===== config.mk =====
export PLATFORM = sky130hd
export DESIGN_NAME = tiny_acc_core
export DESIGN_NICKNAME = d
export VERILOG_FILES = /design/src/rtl/tiny_acc_pkg.sv /design/src/rtl/tiny_acc_alu.sv /design/src/rtl/tiny_acc_core.sv
export SDC_FILE = /design/constraint.sdc
export NUM_CORES = 1
export LEC_CHECK = 0
export CAP_MARGIN = 10
export CORE_MARGIN = 2
export CORE_UTILIZATION = 40
export CTS_BUF_LIST = sky130_fd_sc_hd__clkbuf_8
export CTS_CLUSTER_SIZE = 30
export DETAILED_ROUTE_END_ITERATION = 7
export GPL_TIMING_DRIVEN = 0
export MAX_ROUTING_LAYER = met4
export PLACE_DENSITY = 0.68
export SYNTH_ARGS = -nofsm -noshare
export SYNTH_HDL_FRONTEND = slang
export SYNTH_SLANG_ARGS = --single-unit

===== constraint.sdc =====
create_clock -name clk -period 5.6 [get_ports clk]
set_input_delay 1.12 -clock clk [delete_from_list [all_inputs] [get_ports clk]]
set_output_delay 1.12 -clock clk [all_outputs]
set_load 0.01 [all_outputs]

===== src/rtl/tiny_acc_pkg.sv =====
// Shared constants for the tiny accumulator core: opcodes, FSM state codes
// and the word that fills IMEM after reset.
package tiny_acc_pkg;

  localparam logic [3:0] OP_ADD  = 4'h0;
  localparam logic [3:0] OP_SUB  = 4'h1;
  localparam logic [3:0] OP_SLL  = 4'h2;
  localparam logic [3:0] OP_JNZ  = 4'h3;
  localparam logic [3:0] OP_SRL  = 4'h4;
  localparam logic [3:0] OP_JZ   = 4'h5;
  localparam logic [3:0] OP_NAND = 4'h6;
  localparam logic [3:0] OP_XOR  = 4'h7;
  localparam logic [3:0] OP_ADDI = 4'h8;
  localparam logic [3:0] OP_LI   = 4'h9;
  localparam logic [3:0] OP_SLLI = 4'hA;
  localparam logic [3:0] OP_HALT = 4'hB;
  localparam logic [3:0] OP_NOP  = 4'hC;
  localparam logic [3:0] OP_CLR  = 4'hD;
  localparam logic [3:0] OP_LA   = 4'hE;
  localparam logic [3:0] OP_SA   = 4'hF;

  localparam logic [1:0] ST_IDLE   = 2'b00;
  localparam logic [1:0] ST_RUN    = 2'b01;
  localparam logic [1:0] ST_HALTED = 2'b10;

  localparam logic [7:0] RESET_INSTR = 8'h0B;

  // Only the add/subtract family touches the carry flag.
  function automatic logic op_updates_carry(input logic [3:0] op);
    return (op == OP_ADD) || (op == OP_SUB) || (op == OP_ADDI);
  endfunction

endpackage


===== src/rtl/tiny_acc_alu.sv =====
// Combinational ALU: computes the next accumulator value, the carry and
// whether the opcode writes the accumulator at all.
module tiny_acc_alu
  import tiny_acc_pkg::*;
#(
  parameter int DATA_W = 8
) (
  input  logic [3:0]               i_op,
  input  logic [DATA_W-1:0]        i_acc,
  input  logic [DATA_W-1:0]        i_mem,
  input  logic signed [DATA_W-1:0] i_imm,
  output logic [DATA_W-1:0]        o_result,
  output logic                     o_carry,
  output logic                     o_acc_we
);

  logic [DATA_W:0] w_sum;

  always_comb begin
    w_sum    = '0;
    o_result = i_acc;
    o_carry  = 1'b0;
    o_acc_we = 1'b1;
    case (i_op)
      OP_ADD: begin
        w_sum    = {1'b0, i_acc} + {1'b0, i_mem};
        o_result = w_sum[DATA_W-1:0];
        o_carry  = w_sum[DATA_W];
      end
      // The extra top bit of the difference is the borrow; carry is its inverse.
      OP_SUB: begin
        w_sum    = {1'b0, i_acc} - {1'b0, i_mem};
        o_result = w_sum[DATA_W-1:0];
        o_carry  = ~w_sum[DATA_W];
      end
      OP_SLL:  o_result = i_acc << i_mem[2:0];
      OP_SRL:  o_result = i_acc >> i_mem[2:0];
      OP_NAND: o_result = ~(i_acc & i_mem);
      OP_XOR:  o_result = i_acc ^ i_mem;
      OP_ADDI: begin
        w_sum    = {1'b0, i_acc} + {1'b0, i_imm};
        o_result = w_sum[DATA_W-1:0];
        o_carry  = w_sum[DATA_W];
      end
      OP_LI:   o_result = i_imm;
      OP_SLLI: o_result = i_acc << i_imm[2:0];
      OP_CLR:  o_result = '0;
      OP_LA:   o_result = i_mem;
      default: o_acc_we = 1'b0;
    endcase
  end

endmodule


===== src/rtl/tiny_acc_core.sv =====
// Single-cycle accumulator core: control FSM, pc, private IMEM/DMEM,
// Z/C flags, handshaked program-load port and debug DMEM read port.
module tiny_acc_core
  import tiny_acc_pkg::*;
#(
  parameter int DATA_W     = 8,
  parameter int IMEM_DEPTH = 16,
  parameter int DMEM_DEPTH = 16
) (
  input  logic                          clk,
  input  logic                          rst,
  input  logic                          load_valid,
  output logic                          load_ready,
  input  logic [$clog2(IMEM_DEPTH)-1:0] load_addr,
  input  logic [7:0]                    load_data,
  input  logic                          start,
  input  logic                          step,
  input  logic                          halt_req,
  input  logic [$clog2(DMEM_DEPTH)-1:0] dbg_addr,
  output logic [DATA_W-1:0]             dbg_data,
  output logic [$clog2(IMEM_DEPTH)-1:0] pc,
  output logic [DATA_W-1:0]             acc,
  output logic                          flag_z,
  output logic                          flag_c,
  output logic [1:0]                    state
);

  localparam int PC_W = $clog2(IMEM_DEPTH);

  logic [7:0]        r_imem [IMEM_DEPTH];
  logic [DATA_W-1:0] r_dmem [DMEM_DEPTH];
  logic [PC_W-1:0]   r_pc;
  logic [DATA_W-1:0] r_acc;
  logic              r_z;
  logic              r_c;
  logic [1:0]        r_state;

  logic [7:0]               w_instr;
  logic [3:0]               w_op;
  logic [3:0]               w_opnd;
  logic [DATA_W-1:0]        w_mem;
  logic signed [DATA_W-1:0] w_imm;
  logic [DATA_W-1:0]        w_result;
  logic                     w_carry;
  logic                     w_acc_we;
  logic                     w_is_branch;
  logic                     w_taken;
  logic                     w_last;
  logic                     w_start;
  logic                     w_exec;

  assign w_instr = r_imem[r_pc];
  assign w_op    = w_instr[3:0];
  assign w_opnd  = w_instr[7:4];
  assign w_imm   = DATA_W'($signed(w_opnd));

  // Out-of-range DMEM addresses simply match no entry and read as zero.
  always_comb begin
    w_mem    = '0;
    dbg_data = '0;
    for (int i = 0; i < DMEM_DEPTH; i++) begin
      if (int'(w_opnd) == i)   w_mem    = r_dmem[i];
      if (int'(dbg_addr) == i) dbg_data = r_dmem[i];
    end
  end

  assign w_is_branch = (w_op == OP_JNZ) || (w_op == OP_JZ);
  assign w_taken     = ((w_op == OP_JNZ) && (r_acc != '0)) ||
                       ((w_op == OP_JZ)  && (r_acc == '0));
  assign w_last      = (r_pc == PC_W'(IMEM_DEPTH - 1));
  assign w_start     = start && (r_state != ST_RUN);
  assign w_exec      = ((r_state == ST_RUN) && !halt_req) ||
                       ((r_state == ST_IDLE) && step && !start);

  tiny_acc_alu #(.DATA_W(DATA_W)) u_alu (
    .i_op     (w_op),
    .i_acc    (r_acc),
    .i_mem    (w_mem),
    .i_imm    (w_imm),
    .o_result (w_result),
    .o_carry  (w_carry),
    .o_acc_we (w_acc_we)
  );

  always_ff @(posedge clk) begin
    if (rst) begin
      r_state <= ST_IDLE;
      r_pc    <= '0;
      r_acc   <= '0;
      r_z     <= 1'b0;
      r_c     <= 1'b0;
      for (int i = 0; i < IMEM_DEPTH; i++) r_imem[i] <= RESET_INSTR;
      for (int i = 0; i < DMEM_DEPTH; i++) r_dmem[i] <= '0;
    end else begin
      if (load_valid && load_ready) r_imem[load_addr] <= load_data;
      if (w_start) begin
        r_state <= ST_RUN;
        r_pc    <= '0;
        r_acc   <= '0;
        r_z     <= 1'b0;
        r_c     <= 1'b0;
      end else if ((r_state == ST_RUN) && halt_req) begin
        r_state <= ST_HALTED;
      end else if (w_exec) begin
        if (w_acc_we) begin
          r_acc <= w_result;
          r_z   <= (w_result == '0);
        end
        if (op_updates_carry(w_op)) r_c <= w_carry;
        for (int i = 0; i < DMEM_DEPTH; i++)
          if ((w_op == OP_SA) && (int'(w_opnd) == i)) r_dmem[i] <= r_acc;
        // HALT and falling off the end in RUN both leave pc on the last executed word.
        if (w_op == OP_HALT)
          r_state <= ST_HALTED;
        else if (w_taken)
          r_pc <= w_opnd[PC_W-1:0];
        else if ((r_state == ST_RUN) && !w_is_branch && w_last)
          r_state <= ST_HALTED;
        else
          r_pc <= r_pc + PC_W'(1);
      end
    end
  end

  assign load_ready = (r_state != ST_RUN);
  assign pc         = r_pc;
  assign acc        = r_acc;
  assign flag_z     = r_z;
  assign flag_c     = r_c;
  assign state      = r_state;

endmodule


; ---- Word level (Yosys, flattened, before mapping)
; Memory sizes are Yosys's and may differ from the RTL's. A register that Yosys moved wholly into a read port is not among the register bits.
; Cells that the tools add are included.
[classes]
add_sub_neg = 4
n_eq_ne = 50
shifts = 3
mux = 165
n_bitwise = 22
reduce_logical = 53
[op_table]
columns = operator, count
row1 = 8-bit 2-to-1 mux, 49
row2 = 1-bit 2-to-1 mux, 104
row3 = "4-bit == test, second input constant", 24
row4 = 8-bit one-hot mux with 11 select lines, 1
row5 = "4-bit by 3-bit == test with 1-bit output, second input constant", 12
row6 = 1-bit logical AND, 26
row7 = "4-bit by 2-bit == test with 1-bit output, second input constant", 6
row8 = 4-bit 2-to-1 mux, 5
row9 = 8-bit by 8-bit adder with 9-bit output, 2
row10 = 8-bit zero test, 2
row11 = 1-bit bitwise OR, 16
row12 = 8-bit by 3-bit left shift with 8-bit output, 2
row13 = "4-bit by 1-bit == test with 1-bit output, second input constant", 3
row14 = 4-bit zero test, 3
row15 = 3-bit AND reduction, 4
row16 = 11-bit OR reduction, 1
row17 = 2-bit 2-to-1 mux, 5
row18 = 8-bit by 8-bit subtractor with 9-bit output, 1
row19 = 8-bit bitwise AND, 1
row20 = 8-bit inverter, 1
row21 = 8-bit nonzero test, 1
row22 = 8-bit OR reduction, 1
row23 = 8-bit by 3-bit >> shifter with 8-bit output, 1
row24 = 8-bit XOR, 1
row25 = 16 further kinds, 25
[word_totals]
regBits = 16
mem_bits_rw = 256
output_inout_bits = 25
elab_cells = 305
mem_count = 2
[memory_table]
columns = memory, words, word_bits, read_ports, rd_ports_with_merged_regs, write_ports, line
row1 = r_dmem, 16, 8, 16, 0, 16, tiny_acc_core.sv:31  ; logic [DATA_W-1:0] r_dmem [DMEM_DEPTH];
row2 = r_imem, 16, 8, 1, 1, 16, tiny_acc_core.sv:30  ; logic [7:0] r_imem [IMEM_DEPTH];

; ---- Logic depth before layout (Yosys ltp)
; Gate-level depths: netlist of run 1.
[depth]
ltp_word = 21
depth_mapped = 31
ltp_nobuf = 23

; ---- Hierarchy
; From an unflattened synthesis of run 1, not the netlist that was laid out.
[hier_totals]
cells_unflattened = 1536
area_unflattened_um2 = 16708.5
[by_module_without_submodules]
columns = module, instances, cells_each, area_each_um2
row1 = tiny_acc_core, 1, 1188, 14295.0
row2 = tiny_acc_alu, 1, 348, 2413.6

; ---- Worst setup path after synthesis of run 1
; Ideal clock, no wire load.
[synth_path]
path_type = flip-flop to flip-flop
start = register (tool-made name)
end = register r_z (netlist: flag_z)
t_arrival_ns = 5.255
required_ns = 5.516
path_slack_ns = 0.261
stages_incl_launch_ff = 25
n_path_buf = 4
synth_period_minus_slack_ns = 5.339
path_cell_list = dfxtp_1 buf_6 buf_12 mux4_2 a2bb2oi_1 a22oi_4 inv_6 mux2_1 a32o_1 o21ai_1 and3_1 buf_4 inv_4 buf_6 ha_1 fa_1 a21o_1 a21o_1 xnor2_1 o22ai_1 a2111o_1 a41oi_1 a32oi_1 or4_1 o31ai_2
[synth_lines]
columns = element, line
row1 = end signal: assignment, tiny_acc_core.sv:107  ; r_z <= (w_result == '0);
row2 = end: declaration, tiny_acc_core.sv:34  ; logic r_z;

==> results of run 1 <==
## worst register-to-register path: cells and delay by family (launching register included)
family,cells,cell delay (ns)
XOR/XNOR,1,0.18
AND/OR/NAND/NOR,2,0.85
buffers and inverters,5,0.56
flip-flops,1,0.38
multiplexers,2,0.80
adder cells (fa/ha/maj),2,0.56
AO/OA/AOI/OAI,11,2.26
## cell type report
| class | count | area, µm² |
|---|---|---|
| Clock buffer | 49 | 674 |
| Inverter | 47 | 199 |
| Fill cell | 3609 | 20200 |
| Buffer | 84 | 598 |
| Multi-Input combinational cell | 1055 | 8050 |
| Timing Repair Buffer | 108 | 1020 |
| Sequential cell | 276 | 8090 |
| Clock inverter | 42 | 302 |
| Tap cell | 525 | 657 |
## registers in the layout, indices dropped and copies added, names as in the netlist, named ones only
| name | flops |
|---|---|
| state | 2 |
| flag_c | 1 |
| r_imem | 128 |
| r_dmem | 128 |
| acc | 8 |
| flag_z | 1 |
| pc | 4 |
## power groups by stage
stage / Sequential [mW] / Clock, mW / Combinational (mW)
6_report: 2.35 / 1.93 / 0.773
5_1_grt: 2.35 / 2.05 / 0.808
4_1_cts: 2.34 / 1.96 / 0.689
3_5_place_dp: 2.38 / 0 / 0.619
3_3_place_gp: 2.38 / 0 / 0.617
2_1_floorplan: 2.37 / 0 / 0.398
## cells in the final DEF (no fill, tap or decap), drive strengths merged, types with 44 or more instances in the layout
master | synthesis | routed
edfxtp | 256 | 256
mux2i | 61 | 61
clkdlybuf4s50 | 0 | 44
and2 | 89 | 89
nand2b | 56 | 56
nand2 | 111 | 111
o21ai | 56 | 56
a21oi | 70 | 70
inv | 46 | 57
nor2 | 155 | 155
clkbuf | 51 | 99
buf | 39 | 98
## logic make-up after synthesis
kind of cell,after synthesis
flops,276
xor+xnor,13
buf+inv,137
fa+ha+maj,29
mux,108
simple gates,568
compound gates,337
## per-layer routing
| layer | up-vias | track usage [%] |
|---|---|---|
| met3 | 157 | 4.30 |
| met5 | - | - |
| met1 | 6604 | 35.2 |
| li1 | 5861 | - |
| met2 | 777 | 42.6 |
| met4 | 0 | 11.7 |
## how the worst max path moves through the flow
stage	startpoint	to	slack, ns	cells after the start
detailed placement	flip-flop	flag_z$_SDFFE_PP0P_	-1.88	25
global route	flip-flop	flag_z$_SDFFE_PP0P_	-0.17	31
CTS	flip-flop	flag_z$_SDFFE_PP0P_	-0.12	23
global placement	flip-flop	flag_z$_SDFFE_PP0P_	-1.76	25
finish	flip-flop	flag_z$_SDFFE_PP0P_	-0.08	23
floorplan	flip-flop	flag_z$_SDFFE_PP0P_	0.26	24
## timing repair
action | CTS | global route
gates resized for setup | 105 | 86
endpoints found under the setup margin | 15 | 7
cloned | 1 | 3
pin swaps | 30 | 37
buffers inserted | 33 | 26
==> impl_metrics.tcl, run 1 <==
set metrics [dict create \
    syn-instance-count 1468 \
    yosysMostFrequentCell "edfxtp_1" \
    setup_tns_ns -0.0754 \
    violations "setup timing" \
    worst-path-max-fanout 6 \
    cts_sinks 276 \
    synth_compound_area_share_pct 15.2 \
    cts.htree.levels 2 \
    synth_edf_count 256 \
    async_flop_share_pct 0 \
    drive_above_1_share_pct 21.9 \
    areaGrowthSynthToFinish_pct 21.3 \
    path_class "flip-flop to flip-flop" \
    io_pins 47 \
    grtUsageTotal_pct 27.2 \
    top_layer_used "met4" \
    whs_path_depth 2 \
    critPathTopFamily "compound AO/OA/AOI/OAI gates" \
    die_w_um 205 \
    max_freq_ghz 0.176 \
    setup_viol 1 \
    cp_slowest_stage_delay_ns 0.58 \
    p_total_mw 5.05 \
    final_cell_area_mm2 0.0196 \
    synth_warnings 0 \
    arrival_ns 6.24 \
    root_buffer "clkbuf_8" \
    drt-total-wl_um 56100 \
    powerDensity_mw_per_mm2 258 \
    drt_pre_antenna_iters 7 \
    drt-met1-wl_um 22600 \
    reg2reg_to "flag_z$_SDFFE_PP0P_" \
    finalWorstSetupSlack_ns -0.0754 \
    whs_ns 0.528 \
    synth_area_mm2 0.0162 \
    antenna_found_initial 0 \
    startpoint_type "flip-flop" \
    hpwl_um 39200 \
    grt_pass1_wl_um 82400 \
    portBuffers 44 \
    r2r_cells 23 \
    seq_area_frac_synth_pct 50.0 \
    dp_slack_ns -1.88 \
    row_count 73 \
    gp_congestion 1.01 \
    fin_crit_ns 5.68 \
    grt-ovfl-total 0 \
    syn_avg_cell_area_um2 11.0 \
    p_int_mw 3.63 \
    synth_cell_type_count 96 \
    antenna_cells 0 \
    synthXorXnorAreaFrac_pct 0.705 \
    clk-insertion-delay-late_ns 0.65 \
    min_from "state[1]$_SDFFE_PP0P_" \
    antenna_left 0 \
    hp-class "flip-flop to flip-flop" \
    yosys.area_share.simple_pct 17.8 \
    cts_max_path_buffers 3 \
    timing.final.crit_share_pct 101 \
    slew_viol_final 0 \
    p_sw_mw 1.42 \
    ys_ff_latch 276 \
    place_inst 2037 \
    fin_nets 1672 \
    synthTopCellsByArea "edfxtp_1, mux4_2, mux2i_1" \
    worstPathCellList "buf_12, buf_12, mux4_2, a2bb2oi_2, a22oi_4, buf_6, inv_8, mux2_4, a32o_2, o21ai_4, and3_4, clkinv_8, ha_4, fa_2, a21o_1, a21o_1, xnor2_1, o22ai_1, a2111o_1, a41oi_2, a32oi_2, or4_4, o31ai_4" \
    routedWlPerCell_um 25.7 \
    synthFlopType "edfxtp_1" \
    rsz0062_at_grt "yes" \
    seqPwrFrac_pct 46.5 \
    start_util_pct 40.6 \
    met3_wirelength_um 5020 \
    reg2reg_slack_ns -0.08 \
    wl_met2_um 26000 \
    dieArea_mm2 0.0420 \
    vias_per_cell 6.13 \
    grt_pass1_vias 13014 \
    placed_area_mm2 0.0173 \
    netlist.area_leader.share_pct 47.6 \
    syn_nets 1519 \
    vias 13399 \
    max_slew_margin_pct 9.13 \
    leakagePower_nw 6.79 \
    synth_fa_ha_area_share_pct 2.34 \
    synth_area_leader_cell "edfxtp_1" \
    core_mm2 0.0398 \
    grt_max_degree 15 \
    finalClockSkew_ns 0.0298 \
    dr.first_iter.drc_count 1469 \
    cts_buffers 49 \
    endpoint_kind "flip-flop" \
    cp.required_ns 6.17 \
    ir_worst_vdd_uv 233 \
    comb_power_share_pct 15.3 \
    status "finished, violations left" \
    drv_cap 0 \
    clockPowerShare_pct 38.2 \
    die_h_um 205 \
    whs_endpoint "state[1]$_SDFFE_PP0P_" \
    fin_util_pct 49.2 \
    crit_buf_inv 5 \
    synth.mux.area_fraction_pct 9.76 \
    final_hold_viol_count 0 \
    tightest_slew_ns 1.35 \
    p_sw_share_pct 28.2 \
    clk_pin_slew_worst_paths_ns 0.06 \
    fin_cells 2186 \
    synth_top_family_by_area "simple AND/OR/NAND/NOR gates" \
    crit_slowest_cell "or4_4" \
    cts_tree "built" \
    synth_commonest_cells "edfxtp_1, nor2_1, nand2_1, and2_1, a21oi_1" \
    drc 0 \
    cts_hold_buffers 0 \
]
No activity file was read; power rests on OpenSTA's default activity.
==> run 2, diff against run 1 <==
- CORE_ASPECT_RATIO: unset -> 0.9
==> run 2 against run 1 <==
Effect of this change: the run now ends clean; global-route usage shrank 0.20 points; largest power group unchanged; sequential power barely moved; total power down 3.0%; final area grew 0.33%; non-clock buffer count is 19 higher; cell count increased by 1.1%; via count hardly changed.
==> impl_metrics.tcl, run 2 (synthesis gave the netlist of run 1 again) <==
set metrics [dict create \
    grt_pass1_wl_um 83400 \
    grt-ovfl-total 0 \
    drv_cap 0 \
    dieArea_mm2 0.0420 \
    drt-total-wl_um 56200 \
    endpoint_kind "output pin" \
    grt_pass1_vias 13216 \
    gp_congestion 0.980 \
    io_pins 47 \
    cts_max_path_buffers 3 \
    powerDensity_mw_per_mm2 249 \
    row_count 69 \
    start_util_pct 40.8 \
    die_w_um 216 \
    final_cell_area_mm2 0.0197 \
    hp-class "flip-flop to flip-flop" \
    place_inst 2045 \
    setup_viol 0 \
    max_slew_margin_pct 7.20 \
    routedWlPerCell_um 25.5 \
    drc 0 \
    status "finished, final reports clean" \
    antenna_cells 0 \
    path_class "input pin to output pin" \
    tightest_slew_ns 1.38 \
    slew_viol_final 0 \
    cts_tree "built" \
    portBuffers 44 \
    worst-path-max-fanout 19 \
    timing.final.crit_share_pct 99.1 \
    core_mm2 0.0396 \
    finalClockSkew_ns 0.0268 \
    cts_buffers 48 \
    final_common_cell "edfxtp_1" \
    leakagePower_nw 6.86 \
    finalWorstSetupSlack_ns 0.0522 \
    layout_common_cells "edfxtp_1, nor2_1, nand2_1, and2_1, buf_4" \
    fillers 3523 \
    drive_above_1_share_pct 22.6 \
    clk-insertion-delay-late_ns 0.65 \
    grt_max_degree 20 \
    drt_pre_antenna_iters 5 \
    final_hold_viol_count 0 \
    cts.htree.levels 2 \
    cts_sinks 276 \
    arrival_ns 4.43 \
    fin_nets 1690 \
    startpoint_type "input pin" \
    die_h_um 195 \
    vias_per_cell 6.07 \
    antenna_found_initial 0 \
    vias 13408 \
    areaGrowthSynthToFinish_pct 21.7 \
    cp.required_ns 4.48 \
    dp_slack_ns -1.63 \
    clk_pin_slew_worst_paths_ns 0.06 \
    fin_cells 2209 \
    grtUsageTotal_pct 27.0 \
    hpwl_um 39100 \
    rsz0062_at_grt "yes" \
    dr.first_iter.drc_count 1733 \
    antenna_left 0 \
    placed_area_mm2 0.0173 \
    fin_crit_ns 5.55 \
    ir_worst_vdd_uv 167 \
    max_freq_ghz 0.180 \
    root_buffer "clkbuf_8" \
]
-- run 2: changes by cell type in the layout (fill, tap and decap cells not counted), sizes merged --
| cell | change |
|---|---|
| clkbuf | -2 |
| buf | +20 |
| bufinv | -3 |
| clkinv | -8 |
| inv | +5 |
| clkinvlp | +4 |
-- run 2: path summary, 6_finish.rpt --
check | startpoint | end | slack [ns] | cells past startpoint
setup reg to reg | flip-flop | flag_z$_SDFFE_PP0P_ | 0.06 | 26
setup / recovery | dbg_addr[1] | dbg_data[1] | 0.05 | 9
hold / removal | flag_z$_SDFFE_PP0P_ | flag_z$_SDFFE_PP0P_ | 0.49 | 2
hold reg to reg | flag_z$_SDFFE_PP0P_ | flag_z$_SDFFE_PP0P_ | 0.49 | 2
-- run 2: layout make-up --
class                   instances  area (µm²)  share of cell area (%)
repair buffers                129        1210                    6.17
inverters                      47         200                    1.02
plain buffers                  82         611                    3.11
well taps                     532         666                    3.39
multi-input cells            1055        8000                    40.7
clock inverters                40         221                    1.13
clock buffers                  48         661                    3.36
flip-flops and latches        276        8090                    41.2
-- run 2: stage by stage --
stage | utilization (%) | hold slack [ns] | setup TNS, ns | power, mW
after CTS | 48.0 | 0.495 | -0.0383 | 4.83
after global placement | 43.6 | 0.482 | -7.62 | 3.00
after global routing | 49.6 | 0.524 | -0.236 | 5.04
after detailed placement | 43.6 | 0.483 | -7.70 | 3.00
final | 49.6 | 0.491 | 0 | 4.90
after floorplan | - | 0.507 | 0 | 2.77
-- run 2: worst max-delay path: stages --
cell and delay [ns]:
clkdlybuf4s50_1 0.47, clkbuf_1 0.54, clkbuf_4 0.52, clkbuf_1 0.48
nand3_1 0.16, o221ai_1 0.12, a221oi_1 0.09, o311ai_0 0.24
clkdlybuf4s50_1 0.67
-- run 2: what timing repair did --
action	4_1_cts	5_1_grt
endpoints found under the setup margin	15	7
pin swaps	38	46
hold buffers	0	0
resized for setup	113	84
buffers inserted	44	34
cloned	2	3
-- run 2: power breakdown --
| part | internal (mW) | leakage, nW | switching, mW |
|---|---|---|---|
| Sequential | 2.31 | 2.65 | 0.0386 |
| Clock | 0.859 | 0.497 | 0.905 |
| Combinational | 0.319 | 3.72 | 0.470 |
-- run 2: layer usage --
layer  global-route usage, %  vias to the layer above  share of wire [%]
li1                        -                     5889                  -
met1                    35.7                     6553                 41
met2                    41.9                      828                 46
met3                    4.52                      138                9.8
met4                    10.2                        0                3.5
met5                       -                        -                  0
